`src/rtl/jfpjc_pkg.sv`:
```
// jfpjc_pkg: framer state encoding and JPEG marker constants.
package jfpjc_pkg;
  typedef enum logic [2:0] {IDLE, HEADER, BODY, EOI_FF, EOI_D9} state_t;
  localparam logic [7:0] JPEG_MARKER_PREFIX = 8'hFF;
  localparam logic [7:0] JPEG_EOI = 8'hD9;
  localparam logic [7:0] JPEG_STUFF = 8'h00;
endpackage

```
`src/rtl/jfpjc_byte_fifo.sv`:
```
// jfpjc_byte_fifo: first-word-fall-through byte FIFO, DEPTH a power of two.
module jfpjc_byte_fifo #(
  parameter int DEPTH = 32
) (
  input  logic       clock,
  input  logic       nreset,
  input  logic       wr_en,
  input  logic [7:0] din,
  output logic       full,
  input  logic       rd_en,
  output logic [7:0] dout,
  output logic       empty
);
  localparam int AW = $clog2(DEPTH);
  logic [AW:0] wr_ptr_q, wr_ptr_d, rd_ptr_q, rd_ptr_d;
  logic [7:0] mem_q [DEPTH];
  logic do_wr, do_rd;
  assign empty = wr_ptr_q == rd_ptr_q;
  assign full = (wr_ptr_q ^ rd_ptr_q) == {1'b1, {AW{1'b0}}};
  assign dout = mem_q[rd_ptr_q[AW-1:0]];
  // a pop in the same cycle frees the slot a full-FIFO write needs
  always_comb begin
    do_rd = rd_en && !empty;
    do_wr = wr_en && (!full || do_rd);
    wr_ptr_d = wr_ptr_q + {{AW{1'b0}}, do_wr};
    rd_ptr_d = rd_ptr_q + {{AW{1'b0}}, do_rd};
  end
  always_ff @(posedge clock or negedge nreset) begin
    if (!nreset) begin
      wr_ptr_q <= '0;
      rd_ptr_q <= '0;
    end else begin
      wr_ptr_q <= wr_ptr_d;
      rd_ptr_q <= rd_ptr_d;
    end
  end
  always_ff @(posedge clock) begin
    if (do_wr) mem_q[wr_ptr_q[AW-1:0]] <= din;
  end
endmodule

```
`src/rtl/jfpjc_jpeg_framer.sv`:
```
// jfpjc_jpeg_framer: wraps buffered scan bytes with EBR header and EOI marker.
// Define JFPJC_FRAMER_BYTE_STUFF_EN to insert 0x00 after every 0xFF scan byte.
module jfpjc_jpeg_framer
  import jfpjc_pkg::*;
#(
  parameter int HEADER_LEN = 328,
  parameter int HDR_ADDR_W = 9,
  parameter int FIFO_DEPTH = 32
) (
  input  logic                  clock,
  input  logic                  nreset,
  input  logic                  frame_start,
  input  logic                  frame_end,
  input  logic                  in_valid,
  input  logic [7:0]            in_data,
  output logic [HDR_ADDR_W-1:0] header_ebr_raddr,
  output logic                  header_ebr_ren,
  input  logic [7:0]            header_ebr_dout,
  output logic                  out_valid,
  output logic [7:0]            out_data,
  input  logic                  out_ready,
  output logic                  busy,
  output logic                  overflow,
  output logic                  frame_error
);
  localparam logic [HDR_ADDR_W:0] HDR_END = (HDR_ADDR_W+1)'(HEADER_LEN);
  state_t state_q, state_d;
  logic [HDR_ADDR_W:0] addr_q, addr_d;
  logic pend_q, pend_d, end_q, end_d, stuff_q, stuff_d;
  logic out_valid_q, out_valid_d, busy_q, busy_d;
  logic overflow_q, overflow_d, frame_error_q, frame_error_d;
  logic [7:0] out_data_q, out_data_d, fifo_dout;
  logic take, ren, pop, wr, fifo_full, fifo_empty;
  jfpjc_byte_fifo #(.DEPTH(FIFO_DEPTH)) u_fifo (
    .clock  (clock),
    .nreset (nreset),
    .wr_en  (wr),
    .din    (in_data),
    .full   (fifo_full),
    .rd_en  (pop),
    .dout   (fifo_dout),
    .empty  (fifo_empty)
  );
  assign header_ebr_raddr = addr_q[HDR_ADDR_W-1:0];
  assign header_ebr_ren = ren;
  assign out_valid = out_valid_q;
  assign out_data = out_data_q;
  assign busy = busy_q;
  assign overflow = overflow_q;
  assign frame_error = frame_error_q;
  // a header read is only issued when the output slot is certain to be free when its data lands
  always_comb begin
    state_d = state_q;
    addr_d = addr_q;
    pend_d = 1'b0;
    end_d = (frame_end && state_q != IDLE) ? 1'b1 : end_q;
    stuff_d = stuff_q;
    out_valid_d = out_valid_q && !out_ready;
    out_data_d = out_data_q;
    ren = 1'b0;
    pop = 1'b0;
    take = !out_valid_q || out_ready;
    wr = in_valid && state_q != IDLE;
    frame_error_d = frame_error_q || (frame_start && state_q != IDLE);
    case (state_q)
      IDLE: if (frame_start) begin
        state_d = HEADER;
        addr_d = '0;
      end
      HEADER: if (pend_q) begin
        out_valid_d = 1'b1;
        out_data_d = header_ebr_dout;
      end else if (take && addr_q == HDR_END) begin
        state_d = BODY;
        addr_d = '0;
      end else if (take) begin
        ren = 1'b1;
        pend_d = 1'b1;
        addr_d = addr_q + 1'b1;
      end
      BODY: if (take) begin
        if (stuff_q) begin
          out_valid_d = 1'b1;
          out_data_d = JPEG_STUFF;
          stuff_d = 1'b0;
        end else if (!fifo_empty) begin
          pop = 1'b1;
          out_valid_d = 1'b1;
          out_data_d = fifo_dout;
`ifdef JFPJC_FRAMER_BYTE_STUFF_EN
          stuff_d = fifo_dout == JPEG_MARKER_PREFIX;
`endif
        end else if (end_q) begin
          out_valid_d = 1'b1;
          out_data_d = JPEG_MARKER_PREFIX;
          state_d = EOI_FF;
        end
      end
      EOI_FF: if (out_ready) begin
        out_valid_d = 1'b1;
        out_data_d = JPEG_EOI;
        state_d = EOI_D9;
      end
      EOI_D9: if (out_ready) begin
        state_d = IDLE;
        end_d = 1'b0;
      end
      default: state_d = IDLE;
    endcase
    overflow_d = overflow_q || (wr && fifo_full && !pop);
    busy_d = state_d != IDLE;
  end
  always_ff @(posedge clock or negedge nreset) begin
    if (!nreset) begin
      state_q <= IDLE;
      addr_q <= '0;
      pend_q <= 1'b0;
      end_q <= 1'b0;
      stuff_q <= 1'b0;
      out_valid_q <= 1'b0;
      out_data_q <= '0;
      busy_q <= 1'b0;
      overflow_q <= 1'b0;
      frame_error_q <= 1'b0;
    end else begin
      state_q <= state_d;
      addr_q <= addr_d;
      pend_q <= pend_d;
      end_q <= end_d;
      stuff_q <= stuff_d;
      out_valid_q <= out_valid_d;
      out_data_q <= out_data_d;
      busy_q <= busy_d;
      overflow_q <= overflow_d;
      frame_error_q <= frame_error_d;
    end
  end
endmodule

```
`config.mk`:
```
export PLATFORM = sky130hd
export DESIGN_NAME = jfpjc_jpeg_framer
export DESIGN_NICKNAME = d
export VERILOG_FILES = /design/src/rtl/jfpjc_pkg.sv /design/src/rtl/jfpjc_byte_fifo.sv /design/src/rtl/jfpjc_jpeg_framer.sv
export SDC_FILE = /design/constraint.sdc
export NUM_CORES = 1
export LEC_CHECK = 0
export BUFFER_PORTS_ARGS = -buffer_cell sky130_fd_sc_hd__buf_2
export CAP_MARGIN = 30
export CORE_ASPECT_RATIO = 0.7
export CORE_MARGIN = 4
export CORE_UTILIZATION = 52
export CTS_CLUSTER_SIZE = 25
export DETAILED_ROUTE_END_ITERATION = 8
export PLACE_DENSITY = 0.69
export SLEW_MARGIN = 10
export SYNTH_ARGS = -nofsm -noshare
export SYNTH_HDL_FRONTEND = slang
export SYNTH_SLANG_ARGS = --single-unit
```
`constraint.sdc`:
```
create_clock -name clock -period 4.5 [get_ports clock]
set_input_delay 0.45 -clock clock [delete_from_list [all_inputs] [get_ports clock]]
set_output_delay 0.45 -clock clock [all_outputs]
set_load 0.01 [all_outputs]
```
==> results of run 1 <==
==> power by group through the flow <==
stage	Combinational [mW]	Sequential [mW]	Clock [mW]
4_1_cts	0.797	3.42	2.29
3_5_place_dp	0.795	3.47	0
2_1_floorplan	0.547	3.39	0
3_3_place_gp	0.772	3.46	0
5_1_grt	0.878	3.44	2.41
6_report	0.800	3.42	2.27
==> synth_stat cells, drive strengths merged, types with 4 or more instances <==
cell type / n
nand2: 27
a21oi: 16
o22ai: 5
a21o: 4
mux4: 58
nand2b: 6
a22o: 5
a22oi: 25
xnor2: 7
nor2: 47
clkbuf: 16
nor3: 9
mux2i: 12
o221ai: 6
xor2: 7
or3b: 4
or3: 6
o21ai: 14
a211oi: 4
ha: 6
nor3b: 4
nand3: 12
nor2b: 6
nor4: 7
buf: 32
nand3b: 6
edfxtp: 256
a31oi: 4
inv: 4
dfrtp: 39
==> routing by layer <==
layer / GRT usage / routed length [µm] / vias to the layer above
li1: - / - / 2804
met1: 0.3265 / 11860 / 3312
met2: 0.3134 / 12100 / 261
met3: 0.04109 / 1910 / 38
met4: 0.03896 / 444 / 0
met5: 0 / 0 / -
==> cells by family (layout without fill, tap and decap cells) <==
kind of cell    count (synthesis)  after routing  synth area share
fa+ha+maj                       6              6          0.006254
flops                         295            295            0.7218
simple gates                  144            144           0.06140
mux                            70             70            0.1188
xor+xnor                       14             14           0.01022
compound gates                100            100           0.05973
buf+inv                        52            107           0.02179
==> path summary, 6_finish.rpt <==
path / from / end / slack, ns
hold / removal: frame_start / frame_error$_DFF_PN0_ / 0.15
setup reg to reg: state_q[1]$_DFF_PN0_ / u_fifo.mem_q[28][0]$_DFFE_PP_ / 1.31
setup / recovery: state_q[1]$_DFF_PN0_ / u_fifo.mem_q[28][0]$_DFFE_PP_ / 1.31
max in group asynchronous: nreset / u_fifo.rd_ptr_q[0]$_DFF_PN0_ / 3.55
hold reg to reg: frame_error$_DFF_PN0_ / frame_error$_DFF_PN0_ / 0.47
min in group asynchronous: nreset / addr_q[8]$_DFFE_PN0P_ / 0.44
==> sequential cells by signal (all words and copies together), names as in the netlist <==
| name | count |
|---|---|
| u_fifo.mem_q | 256 |
| addr_q | 10 |
| out_data | 8 |
| u_fifo.rd_ptr_q | 6 |
| u_fifo.wr_ptr_q | 6 |
| state_q | 3 |
| busy | 1 |
| end_q | 1 |
| frame_error | 1 |
| out_valid | 1 |
| overflow | 1 |
| pend_q | 1 |
==> worst register-to-register path, cell delays in order, from the launching register on <==
cell                       delay (ns)
sky130_fd_sc_hd__dfrtp_1         0.67
sky130_fd_sc_hd__nor3b_1         0.32
sky130_fd_sc_hd__a211oi_1        0.16
sky130_fd_sc_hd__a31oi_2         0.32
sky130_fd_sc_hd__or3b_1          0.60
sky130_fd_sc_hd__nor2_1          0.74
==> area by class of cell <==
class / count / area, µm² / area share
Multi-Input combinational cell: 334 / 3078 / 0.2305
Sequential cell: 295 / 8668 / 0.6491
Clock buffer: 37 / 723.2 / 0.05416
Timing Repair Buffer: 54 / 336.6 / 0.02520
Tap cell: 312 / 390.4 / 0.02923
Inverter: 4 / 15.01 / 0.001124
Clock inverter: 12 / 142.6 / 0.01068
==> through the flow <==
| stage | hold slack (ns) | instances | setup slack [ns] |
|---|---|---|---|
| floorplan | 0.1544 | 681 | 2.080 |
| global placement | 0.4424 | 994 | 1.400 |
| detailed placement | 0.4472 | 996 | 1.312 |
| CTS | 0.07679 | 1045 | 1.290 |
| global route | 0.1393 | 1048 | 1.090 |
| finish | 0.1463 | 1048 | 1.311 |
==> impl_summary.txt, run 1 <==
----------------------------------------------------
[Status]
  Outcome ... complete, no violations

[Cells and area]
  Share of layout cells above drive strength 1 ... 0.2133
  Final-stage net count ... 744
  Final Util ... 0.5889
  Filler cell count in the final layout ... 1,700
  Commonest cells after routing, fill and taps aside ... 256 x sky130_fd_sc_hd__edfxtp_1, 58 x sky130_fd_sc_hd__mux4_2, 47 x sky130_fd_sc_hd__nor2_1
  Number of diodes ... 0
  Final design area excluding fillers ... 13,350 µm²
  Signed area change from the synthesized netlist to the final layout ... 11.26%
  Commonest non-fill, non-tap cell in the layout ... sky130_fd_sc_hd__edfxtp_1

[Timing]
  Max-slew headroom at the worst pin ... 0.3866
  Ratio of final minimum period to clock period ... 0.7088
  Final worst clock skew ... 0.01177 ns
  Setup repair after global routing missed its margin ... no
  Post-layout minimum cycle time ... 3.189 ns
  Maximum clock frequency ... 313.5 MHz
  Total negative slack ... 0 ns
  Final count of hold timing violations ... 0
  Number of max-slew violations in the final report ... 0
  Slew at the pin with the worst max-slew slack ... 0.9167 ns
  Final setup violation count ... 0

[Min path]
  HP Class ... input port to flop
  Cell depth of the worst min-delay path ... 2

[Clock tree]
  Post-CTS setup buffers ... 0
  Clock Tree Buf Depth ... 3
  Clk slew on worst S/H paths ... 0.07 ns
  Num CTS Buffers ... 27
  Clk Latency, worst-skew pair ... 0.54 ns
  H-tree Lvls ... 1
  Resized cells post-CTS ... 0
  Hold buffer count at cts ... 0
  Number of clock sinks seen by CTS ... 295
  Clock Tree Root ... sky130_fd_sc_hd__clkbuf_16
  TritonCTS clock tree ... built

[Job]
  Number of max-capacitance violations reported ... 0

[Floorplanning]
  Count of standard-cell rows ... 46
  Total Die Area ... 25,620 µm²
  Starting Density ... 0.5293
  Number of I/O pins ... 44
  Y dimension of the die ... 135.1 µm
  Std-Cell Core Area ... 22,680 µm²
  Overall die width ... 189.6 µm

[Synth]
  Fraction of registers with async set/reset ... 0.1322
  Number of synthesis warnings ... 0
  Synth Register Bits ... 295
  Sequential element share of the synthesized area ... 0.7218
  Syn Inst Count ... 681
  Synth top area cells ... sky130_fd_sc_hd__edfxtp_1 64%, sky130_fd_sc_hd__mux4_2 11%, sky130_fd_sc_hd__dfrtp_1 8.1%, sky130_fd_sc_hd__a22oi_1 1.6%, sky130_fd_sc_hd__nor2_1 1.5%
  Synth cell types ... 54
  Post-synth EDFFs ... 256
  Avg Cell Area, Syn ... 17.63 µm²
  Leading register cell type out of synthesis ... sky130_fd_sc_hd__edfxtp_1
  Area share of the leading cell type in the synthesized netlist ... 0.6405
  Number of nets produced by synthesis ... 709
  Area leader, netlist ... sky130_fd_sc_hd__edfxtp_1
  Area of the mapped netlist ... 12,000 µm²

[Global routing]
  Vias in the first global route ... 6,426
  Global routing usage summed across all routing layers ... 0.2086
  Antenna violations before repair ... 0
  Wire length of the first global-routing pass ... 40.34 mm
  Sum of overflow across all layers after global routing ... 0
  Maximum number of pins on one net before global-route repair ... 40

[Critical path]
  WP buf/inv ... 0
  Family of cells with the greatest summed delay on the critical path ... simple AND/OR/NAND/NOR gates
  Critical-path cell with the highest stage delay ... sky130_fd_sc_hd__nor2_1
  Worst setup path category ... flop to flop
  Critical path launch point type ... flop
  Largest stage delay on the critical path ... 0.74 ns
  Crit path max fanout ... 18
  Crit end category ... flop
  R2R cell count ... 5
  Required time of the critical path ... 4.66 ns
  Levels on crit path ... 5
  Worst path cell trace ... nor3b_1 -> a211oi_1 -> a31oi_2 -> or3b_1 -> nor2_1
  Arrival @ worst endpoint ... 3.35 ns

[Power and ir drop]
  Net load switching power ... 1.684 mW
  Post-route total power ... 6.497 mW
  Cell leakage power ... 4.435 nW
  Pwr/cell area ... 486.5 nW/µm²
  Combinational cell fraction of total power ... 0.123
  Power share of the clock group ... 0.350
  Sequential power share ... 0.527
  Largest vdd supply drop ... 0.0003508 V
  Fraction of power spent switching nets ... 0.2592
  Internal power contribution ... 4.813 mW

[Drt]
  Vias after detailed routing ... 6,415
  DR WL/cell ... 25.10 µm
  Total DRC errors in the routed layout ... 0
  Post-detailed-route count of antenna-violating nets ... 0
  DRT Wirelength ... 26.31 mm
  Number of detailed-routing iterations run before antenna repair ... 5
  Detailed-route vias per instance ... 6.121
  Detailed Route Iter0 Violations ... 723

[Placement]
  Port Buffers ... 43
  Placer Congestion ... 0.8966
  Placed cell areas ... 12,440 µm²
  Half-perimeter wire length after placement ... 16.98 mm

----------------------------------------------------
Power figures use the tool's default switching activity.
==> inputs of run 2 (changes only) <==
Settings changed: PLACE_DENSITY 0.69 to 0.71.
Clock period 4.5 ns to 2.9 ns, I/O delays scaled along.
==> impl_summary.txt, run 2 (same netlist as run 1, synthesis figures left out) <==
----------------------------------------------------
[Critical path]
  R2R cell count ... 6 (+1)
  Worst setup path category ... flop to output pin
  Endpoint of the worst-slack reg-to-reg timing path ... u_fifo.mem_q[0][7]$_DFFE_PP_
  Arrival @ worst endpoint ... 2.46 ns (-0.89 ns)
  Critical path launch point type ... flop
  Required time of the critical path ... 2.61 ns (-2.05 ns)
  End of the critical path ... header_ebr_ren
  Beginning of the critical path ... addr_q[5]$_DFFE_PN0P_
  FF-to-FF Start ... u_fifo.wr_ptr_q[2]$_DFF_PN0_
  Largest stage delay on the critical path ... 0.57 ns (-0.17 ns)
  R2R Setup Slk ... 0.30 ns (-1.01 ns)
  Crit end category ... output pin
  Worst path cell trace ... or4b_4 -> or3_4 -> nand3_2 -> inv_1 -> buf_2
  Critical-path cell with the highest stage delay ... sky130_fd_sc_hd__or4b_4
  Crit path max fanout ... 7 (-11)

[Clock tree]
  H-tree Lvls ... 1 (unchanged)
  Num CTS Buffers ... 26 (-3.7%)
  Clock Tree Root ... sky130_fd_sc_hd__clkbuf_16
  Clk Latency, worst-skew pair ... 0.53 ns (about the same)
  Clk slew on worst S/H paths ... 0.07 ns (about the same)
  TritonCTS clock tree ... built
  Clock Tree Buf Depth ... 3 (unchanged)
  Post-CTS setup buffers ... 0 (unchanged)
  Number of clock sinks seen by CTS ... 295 (unchanged)

[Cells and area]
  Signed area change from the synthesized netlist to the final layout ... 13.16%
  Share of layout cells above drive strength 1 ... 0.2571 (+0.04383)
  Final-stage net count ... 779 (+4.7%)
  Filler cell count in the final layout ... 1,683 (-1.0%)
  Commonest non-fill, non-tap cell in the layout ... sky130_fd_sc_hd__edfxtp_1
  Footprint of the multi-input gates ... 3083 µm² (+0.16%)
  Commonest cells after routing, fill and taps aside ... 256 x sky130_fd_sc_hd__edfxtp_1, 58 x sky130_fd_sc_hd__mux4_2, 47 x sky130_fd_sc_hd__nor2_1
  Final cell count without fillers ... 1,082 (+3.2%)
  Max reg flops ... 256 (unchanged)
  Number of diodes ... 0 (unchanged)
  Total area of sequential cells ... 8668 µm² (unchanged)

[Drt]
  Number of detailed-routing iterations run before antenna repair ... 5 (unchanged)
  Detailed-route vias per instance ... 6.057 (-1.0%)
  Vias after detailed routing ... 6,554 (+2.2%)
  Post-detailed-route count of antenna-violating nets ... 0 (unchanged)
  Total DRC errors in the routed layout ... 0 (unchanged)
  DR WL/cell ... 24.12 µm (-3.9%)
  DRT Wirelength ... 26.10 mm (-0.78%)
  Detailed Route Iter0 Violations ... 700 (-3.2%)

[Timing]
  Ratio of final minimum period to clock period ... 0.9467
  Final worst clock skew ... 0.01572 ns (+0.003954 ns)
  Maximum clock frequency ... 364.2 MHz
  Slew at the pin with the worst max-slew slack ... 0.7194 ns (-0.1973 ns)
  Setup repair after global routing missed its margin ... no
  Total negative slack ... 0 ns (unchanged)
  Number of max-slew violations in the final report ... 0 (unchanged)
  Post-layout minimum cycle time ... 2.746 ns
  Final count of hold timing violations ... 0 (unchanged)
  Max-slew headroom at the worst pin ... 0.5204 (+0.1338)
  Final setup violation count ... 0 (unchanged)

[Power and ir drop]
  Largest vdd supply drop ... 0.0005446 V (+55%)
  Pwr/cell area ... 733.0 nW/µm² (+51%)
  Cell leakage power ... 4.617 nW (+4.1%)

[Global routing]
  Global routing usage summed across all routing layers ... 0.2058 (-0.002831)
  Wire length of the first global-routing pass ... 40.25 mm (-0.22%)
  Maximum number of pins on one net before global-route repair ... 73 (+83%)
  Antenna violations before repair ... 0 (unchanged)
  Sum of overflow across all layers after global routing ... 0 (unchanged)
  Vias in the first global route ... 6,627 (+3.1%)

[Floorplanning]
  Count of standard-cell rows ... 46 (unchanged)
  Std-Cell Core Area ... 22,680 µm² (unchanged)
  Starting Density ... 0.5293 (unchanged)
  Number of I/O pins ... 44 (unchanged)
  Total Die Area ... 25,620 µm² (unchanged)
  Overall die width ... 189.6 µm (unchanged)
  Y dimension of the die ... 135.1 µm (unchanged)

[Status]
  Outcome ... complete, no violations

[Job]
  Number of max-capacitance violations reported ... 0 (unchanged)

[Placement]
  Port Buffers ... 43 (unchanged)
  Placer Congestion ... 0.8578 (-4.3%)
  Half-perimeter wire length after placement ... 16.76 mm (-1.3%)
  Cell total after placement ... 1,033 (+3.7%)

[Min path]
  HP Class ... input port to flop

----------------------------------------------------
-- run 2: final cells by class --
class                           instances  share of cell area
Sequential cell                       295              0.6382
Timing Repair Buffer                   90             0.04477
Multi-Input combinational cell        334              0.2270
Tap cell                              312             0.02874
Clock inverter                         15            0.009028
Clock buffer                           32             0.05113
Inverter                                4            0.001105
-- run 2: worst min-delay path by stage --
stage                      from                     to  depth (start not counted)
finish                frame_end        end_q$_DFF_PN0_                          3
global route        frame_start  frame_error$_DFF_PN0_                          2
CTS                   frame_end        end_q$_DFF_PN0_                          3
detailed placement       nreset  addr_q[3]$_DFFE_PN0P_                          1
global placement         nreset  addr_q[2]$_DFFE_PN0P_                          1
floorplan                nreset  addr_q[0]$_DFFE_PN0P_                          0
-- run 2: worst max-delay path: cells and delay by family, from the launching register on --
| family | cells | cell delay, ns |
|---|---|---|
| and+or+nand+nor | 3 | 1.16 |
| DFF | 1 | 0.47 |
| buffers and inverters | 2 | 0.30 |
-- run 2: power by group --
part / internal [mW] / switching, mW
clock: 1.88 / 1.47
combinational: 0.497 / 0.835
sequential: 5.01 / 0.267
-- run 2: stage by stage --
step | cell area (µm²) | setup slack (ns) | hold slack [ns] | total power [mW] | utilization
floorplan | 12000 | 0.4797 | -0.005591 | 6.115 | -
CTS | 13560 | 0.02234 | 0.01729 | 9.983 | 0.5978
detailed placement | 12730 | 0.3225 | 0.4560 | 6.670 | 0.5614
finish | 13580 | 0.1545 | 0.04012 | 9.956 | 0.5989
global route | 13580 | 0.06697 | 0.01991 | 10.33 | 0.5989
global placement | 12730 | 0.4110 | 0.4378 | 6.597 | 0.5614
-- run 2: timing repair --
action	CTS	global route
hold buffers	1	0
resized for setup	0	1
endpoints found under the hold margin	39	0
setup endpoints to repair	0	1
-- run 2: layer usage --
| metal | part of all wire | vias to the layer above | global-route usage |
|---|---|---|---|
| met2 | 0.46 | 242 | 0.3182 |
| li1 | - | 2859 | - |
| met1 | 0.45 | 3421 | 0.3191 |
| met5 | 0 | - | 0 |
| met3 | 0.071 | 32 | 0.03902 |
| met4 | 0.013 | 0 | 0.02932 |
==> inputs of run 3 (changes only) <==
Settings changed: CELL_PAD_IN_SITES_DETAIL_PLACEMENT from default to 1, CELL_PAD_IN_SITES_GLOBAL_PLACEMENT from default to 1, CORE_UTILIZATION 52 to 48, PLACE_DENSITY 0.71 to default, PLACE_DENSITY_LB_ADDON from default to 0.1.
==> impl_summary.txt, run 3 (same netlist as run 1, synthesis figures left out) <==
----------------------------------------------------
[Status]
  Outcome ... complete, no violations

[Floorplanning]
  Std-Cell Core Area ... 24,620 µm² (+8.6%)
  Overall die width ... 197.0 µm (+3.9%)
  Number of I/O pins ... 44 (unchanged)
  Y dimension of the die ... 140.3 µm (+3.8%)
  Total Die Area ... 27,640 µm² (+7.9%)
  Count of standard-cell rows ... 48 (+4.3%)
  Starting Density ... 0.4874 (-0.04185)

[Clock tree]
  Clock Tree Buf Depth ... 3 (unchanged)
  Clock Tree Root ... sky130_fd_sc_hd__clkbuf_16
  H-tree Lvls ... 1 (unchanged)
  Num CTS Buffers ... 29 (+12%)
  TritonCTS clock tree ... built
  Number of clock sinks seen by CTS ... 295 (unchanged)
  Post-CTS setup buffers ... 0 (unchanged)
  Clk slew on worst S/H paths ... 0.07 ns (about the same)
  Clk Latency, worst-skew pair ... 0.56 ns (+0.03 ns)

[Drt]
  Total DRC errors in the routed layout ... 0 (unchanged)
  Post-detailed-route count of antenna-violating nets ... 0 (unchanged)
  DRT Wirelength ... 28.96 mm (+11%)
  Number of detailed-routing iterations run before antenna repair ... 5 (unchanged)
  Detailed-route vias per instance ... 5.992 (-1.1%)
  DR WL/cell ... 26.19 µm (+8.6%)
  Vias after detailed routing ... 6,627 (+1.1%)
  Detailed Route Iter0 Violations ... 507 (-28%)

[Job]
  Number of max-capacitance violations reported ... 0 (unchanged)

[Timing]
  Ratio of final minimum period to clock period ... 0.9476 (about the same)
  Max-slew headroom at the worst pin ... 0.4698 (-0.05056)
  Post-layout minimum cycle time ... 2.748 ns (+0.002444 ns)
  Final setup violation count ... 0 (unchanged)
  Final count of hold timing violations ... 0 (unchanged)
  Setup repair after global routing missed its margin ... no
  Slew at the pin with the worst max-slew slack ... 0.7953 ns (+0.07585 ns)
  Maximum clock frequency ... 363.9 MHz (about the same)
  Total negative slack ... 0 ns (unchanged)
  Final worst clock skew ... 0.01510 ns (-0.0006288 ns)
  Number of max-slew violations in the final report ... 0 (unchanged)

[Global routing]
  Maximum number of pins on one net before global-route repair ... 73 (unchanged)
  Vias in the first global route ... 6,861 (+3.5%)
  Wire length of the first global-routing pass ... 43.84 mm (+8.9%)
  Sum of overflow across all layers after global routing ... 0 (unchanged)
  Antenna violations before repair ... 0 (unchanged)
  Global routing usage summed across all routing layers ... 0.2110 (+0.005231)

[Placement]
  Cell total after placement ... 1,050 (+1.6%)
  Half-perimeter wire length after placement ... 18.19 mm (+8.5%)
  Port Buffers ... 43 (unchanged)
  Placer Congestion ... 0.8295 (-3.3%)

[Cells and area]
  Share of layout cells above drive strength 1 ... 0.2663 (+0.009182)
  Max reg flops ... 256 (unchanged)
  Signed area change from the synthesized netlist to the final layout ... 15.19%
  Final cell count without fillers ... 1,106 (+2.2%)
  Commonest cells after routing, fill and taps aside ... 256 x sky130_fd_sc_hd__edfxtp_1, 58 x sky130_fd_sc_hd__mux4_2, 47 x sky130_fd_sc_hd__nor2_1, 47 x sky130_fd_sc_hd__buf_4, 43 x sky130_fd_sc_hd__buf_2
  Number of diodes ... 0 (unchanged)
  Commonest non-fill, non-tap cell in the layout ... sky130_fd_sc_hd__edfxtp_1
  Final-stage net count ... 787 (+1.0%)
  Final Util ... 0.5615 (-0.03745)

[Critical path]
  Crit end category ... output pin
  Largest stage delay on the critical path ... 0.58 ns (about the same)
  R2R Setup Slk ... 0.19 ns (-0.11 ns)
  Required time of the critical path ... 2.61 ns (about the same)
  Critical-path cell with the highest stage delay ... sky130_fd_sc_hd__or4b_4
  Arrival @ worst endpoint ... 2.46 ns (about the same)
  Worst setup path category ... flop to output pin
  Family of cells with the greatest summed delay on the critical path ... simple AND/OR/NAND/NOR gates
  Crit path max fanout ... 6 (-1)
  Endpoint of the worst-slack reg-to-reg timing path ... out_data[1]$_DFFE_PN0P_
  FF-to-FF Start ... u_fifo.rd_ptr_q[0]$_DFF_PN0_
  R2R cell count ... 6 (unchanged)
  WP buf/inv ... 2 (unchanged)
  Critical path launch point type ... flop
  Worst path cell trace ... or4b_4 -> or3_4 -> nand3_2 -> inv_1 -> buf_2

[Min path]
  Cell depth of the worst min-delay path ... 3 (unchanged)
  Endpoint of the worst hold path ... end_q$_DFF_PN0_
  Hold path startpoint ... frame_end
  HP Class ... input port to flop

[Power and ir drop]
  Largest vdd supply drop ... 0.0005617 V (+3.1%)
  Cell leakage power ... 4.722 nW (+2.3%)
  Pwr/cell area ... 767.8 nW/µm² (+4.7%)

----------------------------------------------------
-- run 3: worst max-delay path by stage --
stage	from	end	slack, ns	cells after the start
6_report	addr_q[4]$_DFFE_PN0P_	header_ebr_ren	0.15	5
4_1_cts	addr_q[7]$_DFFE_PN0P_	header_ebr_ren	0.14	5
5_1_grt	addr_q[4]$_DFFE_PN0P_	header_ebr_ren	0.05	5
2_1_floorplan	state_q[2]$_DFF_PN0_	u_fifo.mem_q[28][0]$_DFFE_PP_	0.48	7
3_5_place_dp	u_fifo.rd_ptr_q[0]$_DFF_PN0_	out_data[2]$_DFFE_PN0P_	0.21	6
3_3_place_gp	u_fifo.rd_ptr_q[0]$_DFF_PN0_	out_data[2]$_DFFE_PN0P_	0.25	6
-- run 3: worst reg2reg max path, cell delays in order (launching register included) --
cell and delay, ns:
sky130_fd_sc_hd__dfrtp_4 0.44, sky130_fd_sc_hd__buf_12 0.39, sky130_fd_sc_hd__mux4_2 0.60, sky130_fd_sc_hd__a22o_1 0.27, sky130_fd_sc_hd__a211oi_1 0.63, sky130_fd_sc_hd__a21o_1 0.15, sky130_fd_sc_hd__a221oi_1 0.07
-- run 3: final cells by class --
cell class | instances | area, µm²
inverter | 4 | 15.01
tap | 325 | 406.6
sequential | 295 | 8668
timing repair buffer | 95 | 648.1
clock inverter | 23 | 275.3
multi-input combinational | 334 | 3083
clock buffer | 30 | 729.5
fill | 2231 | 10800
-- run 3: power breakdown --
part,leakage [nW],internal [mW],switching (mW)
sequential,2.77,5.02,0.216
combinational,1.46,0.522,0.911
clock,0.486,2.36,1.59
total,4.72,7.90,2.72
-- run 3: layer usage --
| metal | track usage | part of all wire | vias to the layer above |
|---|---|---|---|
| li1 | - | - | 2893 |
| met1 | 0.3403 | 0.48 | 3510 |
| met2 | 0.3088 | 0.44 | 195 |
| met3 | 0.03871 | 0.065 | 29 |
| met4 | 0.03538 | 0.015 | 0 |
| met5 | 0 | 0 | - |
-- run 3: what timing repair did --
action | 4_1_cts | 5_1_grt
endpoints found under the hold margin | 40 | 0
resized for setup | 1 | 0
hold buffers | 2 | 0
endpoints found under the setup margin | 1 | 0
-- run 3: stage by stage --
| step | setup slack [ns] | hold slack [ns] | power (mW) | area (µm²) |
|---|---|---|---|---|
| 5_1_grt | 0.05048 | 0.03422 | 11.09 | 13830 |
| 2_1_floorplan | 0.4797 | -0.005591 | 6.115 | 12000 |
| 4_1_cts | 0.1367 | 0.01457 | 10.71 | 13810 |
| 3_5_place_dp | 0.2117 | 0.4607 | 6.733 | 12780 |
| 3_3_place_gp | 0.2491 | 0.4398 | 6.652 | 12780 |
| 6_report | 0.1520 | 0.01782 | 10.62 | 13830 |
